===== config.mk =====
export PLATFORM = sky130hd
export DESIGN_NAME = decoder_scan_ctrl
export DESIGN_NICKNAME = d
export VERILOG_FILES = /design/src/rtl/decoder_scan_ctrl.sv
export SDC_FILE = /design/constraint.sdc
export NUM_CORES = 1
export LEC_CHECK = 0
export ABC_AREA = 1
export CELL_PAD_IN_SITES_DETAIL_PLACEMENT = 1
export CELL_PAD_IN_SITES_GLOBAL_PLACEMENT = 1
export CORE_MARGIN = 2
export CORE_UTILIZATION = 40
export CTS_CLUSTER_SIZE = 14
export DETAILED_ROUTE_END_ITERATION = 12
export PLACE_DENSITY = 0.85
export SETUP_SLACK_MARGIN = 0.5
export SYNTH_ARGS = -nofsm -noshare
export SYNTH_HDL_FRONTEND = slang
export SYNTH_SLANG_ARGS = --single-unit

===== constraint.sdc =====
create_clock -name clk -period 1.9 [get_ports clk]
set_input_delay 0.285 -clock clk [delete_from_list [all_inputs] [get_ports clk]]
set_output_delay 0.285 -clock clk [all_outputs]
set_load 0.01 [all_outputs]

===== src/rtl/decoder_scan_ctrl.sv =====
// Round-robin scan controller driving the select/enable of decoder2to4.
// Define SCAN_BLANK_EN to insert BLANK en-low cycles before every dwell.
module decoder_scan_ctrl #(
    parameter int DIV_W = 8,
    parameter int BLANK = 2
) (
    input  logic             clk,
    input  logic             rst_n,
    input  logic             run,
    input  logic [DIV_W-1:0] div,
    input  logic [3:0]       mask,
    output logic             A,
    output logic             B,
    output logic             en,
    output logic             slot_start,
    output logic             frame_done
);

    typedef enum logic [1:0] {
        S_IDLE,
        S_BLANK,
        S_DWELL
    } state_t;

`ifdef SCAN_BLANK_EN
    localparam int NBLANK = BLANK;
    localparam int BW = (BLANK > 1) ? $clog2(BLANK) : 1;
    localparam logic [BW-1:0] B_LAST = BW'((BLANK > 0) ? BLANK - 1 : 0);
    logic [BW-1:0] bcnt;
    logic [BW-1:0] bcnt_d;
`else
    // BLANK has no effect without the blanking build
    localparam int NBLANK = BLANK * 0;
`endif
    localparam logic HAS_BLANK = (NBLANK > 0);

    state_t           state;
    state_t           state_d;
    logic [DIV_W-1:0] cnt;
    logic [DIV_W-1:0] cnt_d;
    logic [DIV_W-1:0] div_q;
    logic [DIV_W-1:0] div_d;
    logic [1:0]       sel;
    logic [1:0]       sel_d;
    logic             en_d;
    logic             ss_d;
    logic             fd_d;
    logic [1:0]       low_slot;
    logic [1:0]       nxt_slot;
    logic             start;
    logic             dwell_end;
    logic             cont;

    assign start     = (state == S_IDLE) && run && (|mask);
    assign dwell_end = (state == S_DWELL) && (cnt == div_q);
    assign cont      = dwell_end && run && (|mask);

    always_comb begin
        low_slot = 2'd0;
        for (int i = 3; i >= 0; i--) begin
            if (mask[i]) low_slot = 2'(i);
        end
    end

    // Search sel+1 .. sel+4; the smallest offset wins, sel+4 wraps to sel.
    always_comb begin
        nxt_slot = sel;
        for (int k = 4; k >= 1; k--) begin
            if (mask[sel + 2'(k)]) nxt_slot = sel + 2'(k);
        end
    end

    always_ff @(posedge clk or negedge rst_n) begin
        if (!rst_n) begin
            state      <= S_IDLE;
            cnt        <= '0;
            div_q      <= '0;
            sel        <= 2'd0;
            en         <= 1'b0;
            slot_start <= 1'b0;
            frame_done <= 1'b0;
`ifdef SCAN_BLANK_EN
            bcnt       <= '0;
`endif
        end else begin
            state      <= state_d;
            cnt        <= cnt_d;
            div_q      <= div_d;
            sel        <= sel_d;
            en         <= en_d;
            slot_start <= ss_d;
            frame_done <= fd_d;
`ifdef SCAN_BLANK_EN
            bcnt       <= bcnt_d;
`endif
        end
    end

    always_comb begin
        state_d = state;
        cnt_d   = cnt;
        div_d   = div_q;
`ifdef SCAN_BLANK_EN
        bcnt_d  = bcnt;
`endif
        unique case (state)
            S_IDLE: begin
                if (start) begin
                    if (HAS_BLANK) begin
                        state_d = S_BLANK;
`ifdef SCAN_BLANK_EN
                        bcnt_d  = '0;
`endif
                    end else begin
                        state_d = S_DWELL;
                        cnt_d   = '0;
                        div_d   = div;
                    end
                end
            end
            S_BLANK: begin
`ifdef SCAN_BLANK_EN
                if (bcnt == B_LAST) begin
                    state_d = S_DWELL;
                    cnt_d   = '0;
                    div_d   = div;
                end else begin
                    bcnt_d = bcnt + 1'b1;
                end
`else
                state_d = S_DWELL;
`endif
            end
            S_DWELL: begin
                if (!dwell_end) begin
                    cnt_d = cnt + 1'b1;
                end else if (!cont) begin
                    state_d = S_IDLE;
                end else if (HAS_BLANK) begin
                    state_d = S_BLANK;
`ifdef SCAN_BLANK_EN
                    bcnt_d  = '0;
`endif
                end else begin
                    cnt_d = '0;
                    div_d = div;
                end
            end
            default: state_d = S_IDLE;
        endcase
    end

    always_comb begin
        sel_d = sel;
        if (start) begin
            sel_d = low_slot;
        end else if (cont) begin
            sel_d = nxt_slot;
        end
        en_d = (state_d == S_DWELL);
        ss_d = en_d && ((state != S_DWELL) || dwell_end);
        fd_d = cont && (nxt_slot <= sel);
    end

    assign A = sel[1];
    assign B = sel[0];

endmodule


==> results of run 1 <==
-- report_power, final --
group	total, mW	switching (mW)	internal (mW)
clock	0.231	0.149	0.0823
sequential	0.882	0.229	0.653
combinational	1.50	0.878	0.624
total	2.62	1.26	1.36
-- worst max path at each step --
| stage | endpoint | slack (ns) | cells after the start |
|---|---|---|---|
| final | frame_done$_DFF_PN0_ | 0.17 | 10 |
| after global routing | frame_done$_DFF_PN0_ | 0.0002 | 11 |
| after CTS | frame_done$_DFF_PN0_ | 0.21 | 10 |
| after detailed placement | frame_done$_DFF_PN0_ | -0.13 | 11 |
| after global placement | frame_done$_DFF_PN0_ | -0.02 | 11 |
| after floorplan | frame_done$_DFF_PN0_ | 0.26 | 12 |
-- timing repair --
| action | CTS | global route |
|---|---|---|
| setup endpoints to repair | 25 | 23 |
| pin swaps | 13 | 14 |
| resized for setup | 33 | 27 |
| buffers inserted | 5 | 9 |
-- Yosys cell counts (all sizes together) --
cell / number
a21boi: 1
a21oi: 4
buf: 4
conb: 1
dfrtp: 23
ha: 3
inv: 12
nand2: 67
nand3: 31
nand3b: 5
nand4: 4
nor2: 11
nor3: 2
o21a: 1
o21ai: 2
or2: 3
xnor2: 9
xor2: 4
-- final cells by class --
class / count / area share
clock buffer: 4 / 0.0129
inverter: 12 / 0.0233
multi-input combinational: 148 / 0.475
sequential: 23 / 0.286
timing repair buffer: 39 / 0.174
tap: 46 / 0.0282
-- cells in the final DEF (no fill, tap or decap), types with 2 or more instances in the layout --
| cell type | instances |
|---|---|
| dlymetal6s2s_1 | 2 |
| buf_4 | 15 |
| nor2_2 | 3 |
| xnor2_2 | 5 |
| ha_1 | 3 |
| dfrtp_1 | 15 |
| nor2_1 | 4 |
| inv_1 | 9 |
| dfrtp_2 | 8 |
| nand4_1 | 3 |
| nand3b_1 | 5 |
| a21oi_1 | 2 |
| dlygate4sd2_1 | 6 |
| nand2_4 | 5 |
| nand2_1 | 53 |
| nand3_1 | 20 |
| nand3_2 | 11 |
| a21oi_2 | 2 |
| xor2_1 | 4 |
| nor2_4 | 4 |
| or2_1 | 2 |
| clkdlybuf4s50_1 | 10 |
| buf_6 | 5 |
| clkbuf_4 | 3 |
| nand2_2 | 8 |
| xnor2_1 | 4 |
| inv_2 | 2 |
-- metal layers --
| layer | up-vias | track usage | wire [µm] | share of wire |
|---|---|---|---|---|
| met4 | 0 | 0.0585 | 95 | 0.018 |
| met2 | 35 | 0.380 | 2800 | 0.53 |
| li1 | 686 | - | - | - |
| met3 | 8 | 0.0528 | 159 | 0.030 |
| met1 | 738 | 0.273 | 2190 | 0.42 |
| met5 | - | 0 | 0 | 0 |
-- cell families (layout without fill, tap and decap cells) --
kind of cell / Yosys count / after routing
and+or+nand+nor: 123 / 123
DFF: 23 / 23
buffers and inverters: 16 / 55
xor gates and xnor gates: 13 / 13
AOI/OAI and AO/OA: 8 / 8
adders and majority gates: 3 / 3
other: 1 / 1
-- metrics by stage --
| step | hold slack, ns | instance area (µm²) | util |
|---|---|---|---|
| after floorplan | -0.0106 | 1460 | - |
| after global placement | 0.517 | 1720 | 0.504 |
| final | 0.305 | 2040 | 0.599 |
| after global routing | 0.315 | 2040 | 0.599 |
| after CTS | 0.304 | 1860 | 0.546 |
| after detailed placement | 0.524 | 1720 | 0.504 |
-- registers in the layout, indices dropped and copies added (netlist names) --
name,cells
cnt,8
div_q,8
en,1
frame_done,1
sel,2
slot_start,1
state,2
==> results.sh, run 1 <==
export IMPL_vdd_ir_drop_max_mv=0.805
export IMPL_synthXorXnorAreaFrac=0.0782
export IMPL_ys_seq_elements=23
export IMPL_fin_crit_ns=1.73
export IMPL_crit_family="flip-flops"
export IMPL_crit_required_ns=2.16
export IMPL_antenna_found_initial=0
export IMPL_finalHoldViolations=0
export IMPL_ant_nets=0
export IMPL_synthMuxAreaShare=0
export IMPL_total_power_mw=2.62
export IMPL_max_cap_violations=0
export IMPL_cp_slowest_cell="dfrtp_2"
export IMPL_dp_cells=254
export IMPL_synth_warnings=0
export IMPL_grt_max_degree=24
export IMPL_syn_area_um2=1460
export IMPL_detail_route_vias_per_cell=5.39
export IMPL_die_h_um=64.3
export IMPL_htreeDepth=1
export IMPL_worstPathCellList="inv_4 > nand3_1 > nand2_1 > nor2_1 > nand2_1 > a21boi_1 > ha_1 > a21oi_2 > a21oi_1 > nor2_1"
export IMPL_reg2reg_depth=10
export IMPL_powerDensity_nw_per_um2=1280
export IMPL_cts_path_max_buffers=2
export IMPL_synth_nets=205
export IMPL_core_rowCount=21
export IMPL_antenna_cells=0
export IMPL_fillCellCount=427
export IMPL_regArea_um2=586
export IMPL_multi_input_area_um2=971
export IMPL_crit_arrival_ns=1.99
export IMPL_dpl_worst_slack_ns=-0.132
export IMPL_fin_skew_ns=0.00702
export IMPL_grt_usage=0.220
export IMPL_synth_simple_gate_area_frac=0.417
export IMPL_first_iter_violations=57
export IMPL_grt_ovfl_total=0
export IMPL_cts_root_buf="clkbuf_4"
export IMPL_syn_avg_cell_area_um2=7.79
export IMPL_ys_seq_area_frac=0.395
export IMPL_syn_to_final_growth_pct=40.4
export IMPL_fin_tns_setup_ns=0
export IMPL_pin_count=20
export IMPL_path_clk_slew_ns=0.13
export IMPL_nets=245
export IMPL_end_kind="flip-flop"
export IMPL_die_area_um2=4140
export IMPL_crit_path_max_fanout=8
export IMPL_worst_hold_path_type="input pin to async pin"
export IMPL_clock_fmax_ghz=0.579
export IMPL_timing_final_ws_setup_ns=0.172
export IMPL_path_buf_inv=1
export IMPL_route_detailed_drc=0
export IMPL_vias=1467
export IMPL_start_util=0.426
export IMPL_rsz0062_at_grt="true"
export IMPL_clock_latency_ns=0.32
export IMPL_grt_pass1_wl_um=7110
export IMPL_p_leak_nw=1.02
export IMPL_status="finished, final reports clean"
export IMPL_synth_top_area_frac=0.395
export IMPL_syn_inst=187
export IMPL_dp_hpwl_um=2890
export IMPL_numCtsBuffers=3
export IMPL_netlist_top_cells_area="dfrtp_1, nand2_1, nand3_1"
export IMPL_cts_hold_fix_buffers=0
export IMPL_critPathKind="flip-flop to flip-flop"
export IMPL_core_area_um2=3420
export IMPL_synth_fa_ha_area_frac=0.0258
export IMPL_final_cells=272
export IMPL_synth_area_leader_cell="dfrtp_1"
export IMPL_wl_um=5240
export IMPL_slew_violations=0
export IMPL_clock_sinks=23
export IMPL_synth_compound_area_frac=0.0309
export IMPL_dr_pass1_iters=4
export IMPL_period_share=0.910
export IMPL_setup_viol=0
export IMPL_wl_per_cell_um=19.3
export IMPL_die_x_um=64.3
export IMPL_synth_top_family_by_area="simple AND/OR/NAND/NOR gates"
export IMPL_slowest_delay_ns=0.50
export IMPL_ff2ff_setup_slack_ns=0.17
export IMPL_port_buffers=19
export IMPL_r2r_start="sel[0]$_DFFE_PN0P_"
export IMPL_cts_tree="done"
export IMPL_synth_distinct_cells=29
export IMPL_drive_above_1_share=0.336
export IMPL_start_kind="flip-flop"
export IMPL_routabilityCongestion=0.844
export IMPL_crit_start="sel[0]$_DFFE_PN0P_"
export IMPL_grt_pass1_vias=1507
export IMPL_r2r_end="frame_done$_DFF_PN0_"
No activity file was read; power rests on OpenSTA's default activity.
==> run 2, diff against run 1 <==
CORE_UTILIZATION = 46   (was 40)
DONT_BUFFER_PORTS = 1   (was unset)
PLACE_DENSITY = 0.84   (was 0.85)
==> results.sh, run 2 (synthesized netlist as in run 1, its figures left out) <==
export IMPL_rsz0062_at_grt="true"
export IMPL_vias=1431
export IMPL_slew_violations=0
export IMPL_pin_count=20
export IMPL_clock_fmax_ghz=0.579
export IMPL_path_clk_slew_ns=0.12
export IMPL_holdPathStages=2
export IMPL_start_kind="flip-flop"
export IMPL_layout_commonest_cell="nand2_1"
export IMPL_powerDensity_nw_per_um2=1370
export IMPL_dp_hpwl_um=2680
export IMPL_wl_um=4910
export IMPL_grt_max_degree=24
export IMPL_die_area_um2=3630
export IMPL_wl_per_cell_um=19.5
export IMPL_r2r_start="sel[0]$_DFFE_PN0P_"
export IMPL_finalHoldViolations=0
export IMPL_fin_skew_ns=0.0165
export IMPL_antenna_found_initial=0
export IMPL_clock_sinks=23
export IMPL_p_leak_nw=0.950
export IMPL_fin_crit_ns=1.73
export IMPL_core_rowCount=20
export IMPL_clock_latency_ns=0.34
export IMPL_critPathKind="flip-flop to flip-flop"
export IMPL_detail_route_vias_per_cell=5.68
export IMPL_first_iter_violations=94
export IMPL_dr_pass1_iters=4
export IMPL_end_kind="flip-flop"
export IMPL_cts_root_buf="clkbuf_4"
export IMPL_crit_required_ns=2.13
export IMPL_crit_path_max_fanout=8
export IMPL_start_util=0.481
export IMPL_port_buffers=0
export IMPL_max_cap_violations=0
export IMPL_reg_top3="cnt (8), div_q (8)"
export IMPL_grt_usage=0.251
export IMPL_die_x_um=60.3
export IMPL_drive_above_1_share=0.389
export IMPL_setup_viol=0
export IMPL_grt_ovfl_total=0
export IMPL_die_h_um=60.3
export IMPL_core_area_um2=3030
export IMPL_nets=227
export IMPL_cts_path_max_buffers=2
export IMPL_crit_arrival_ns=1.96
export IMPL_min_to="div_q[5]$_DFFE_PN0P_"
export IMPL_antenna_cells=0
export IMPL_fin_tns_setup_ns=0
export IMPL_grt_pass1_vias=1462
export IMPL_hold_start="div[5]"
export IMPL_grt_pass1_wl_um=6710
export IMPL_ant_nets=0
export IMPL_period_share=0.909
export IMPL_tightest_slew_ns=1.12
export IMPL_htreeDepth=1
export IMPL_r2r_end="frame_done$_DFF_PN0_"
export IMPL_routabilityCongestion=0.858
export IMPL_reg2reg_depth=11
export IMPL_worst_hold_path_type="input pin to flip-flop"
export IMPL_ff2ff_setup_slack_ns=0.17
export IMPL_route_detailed_drc=0
export IMPL_numCtsBuffers=3
export IMPL_final_cell_mix="nand2_1, nand3_2, dfrtp_1"
export IMPL_syn_to_final_growth_pct=31.6
export IMPL_cts_tree="done"
export IMPL_status="finished, final reports clean"
export IMPL_total_power_mw=2.63
export IMPL_max_slew_margin=0.253
export IMPL_vdd_ir_drop_max_mv=0.781
-- run 2: changes by cell type in the layout (fill, tap and decap cells not counted), moves of 3 or more --
cell and change:
xnor2_2 -4, buf_6 -3, xnor2_1 +4, nand3_1 -10, clkdlybuf4s50_1 -10, dlygate4sd2_1 -6, nand3_2 +8
-- run 2: worst max path at each step --
stage,cells after the start,from,slack [ns],to
global placement,11,sel[0]$_DFFE_PN0P_,0.26,frame_done$_DFF_PN0_
finish,11,sel[0]$_DFFE_PN0P_,0.17,frame_done$_DFF_PN0_
CTS,11,sel[0]$_DFFE_PN0P_,0.24,frame_done$_DFF_PN0_
floorplan,12,sel[0]$_DFFE_PN0P_,0.26,frame_done$_DFF_PN0_
detailed placement,11,sel[0]$_DFFE_PN0P_,0.13,frame_done$_DFF_PN0_
global route,11,sel[0]$_DFFE_PN0P_,0.08,frame_done$_DFF_PN0_
-- run 2: timing repair --
item / 4_1_cts / 5_1_grt
cloned: 0 / 1
hold endpoints to repair: 23 / 0
endpoints found under the setup margin: 21 / 28
buffers inserted: 10 / 5
hold buffers: 1 / 0
gates resized for setup: 30 / 29
pin swaps: 18 / 20
-- run 2: routing by layer --
layer | vias up | routed length (µm) | GRT usage
li1 | 651 | - | -
met1 | 732 | 1910 | 0.276
met2 | 33 | 2680 | 0.483
met3 | 15 | 153 | 0.0368
met4 | 0 | 163 | 0.0857
met5 | - | 0 | 0
-- run 2: layout make-up --
type,count,area [µm²]
Fill cell,354,1110
Multi-Input combinational cell,149,1020
Sequential cell,23,583
Timing Repair Buffer,20,183
Tap cell,44,55.1
Inverter,12,50.0
Clock buffer,4,26.3
-- run 2: stage by stage --
stage          hold slack, ns   util  instance area (µm²)  cells  setup WS [ns]
2_1_floorplan         -0.0106      -                 1460    187          0.258
3_3_place_gp          -0.0101  0.500                 1520    231          0.257
3_5_place_dp          -0.0103  0.500                 1520    231          0.129
4_1_cts                0.0676  0.576                 1740    246          0.244
5_1_grt                0.0623  0.633                 1920    252         0.0778
6_report               0.0695  0.633                 1920    252          0.173
-- run 2: critical path, cell delays in order (launching register included) --
cell and delay (ns):
dfrtp_2 0.50, inv_4 0.13, nand2_2 0.06, nand2_2 0.09, nand3_1 0.13, nand3_1 0.17
nand2_1 0.09, ha_1 0.18, inv_1 0.05, a21oi_1 0.06, a21oi_1 0.12, nor2_1 0.05
-- run 2: power by group --
part | switching (mW) | internal (mW)
clock | 0.167 | 0.0826
combinational | 0.898 | 0.640
sequential | 0.197 | 0.649
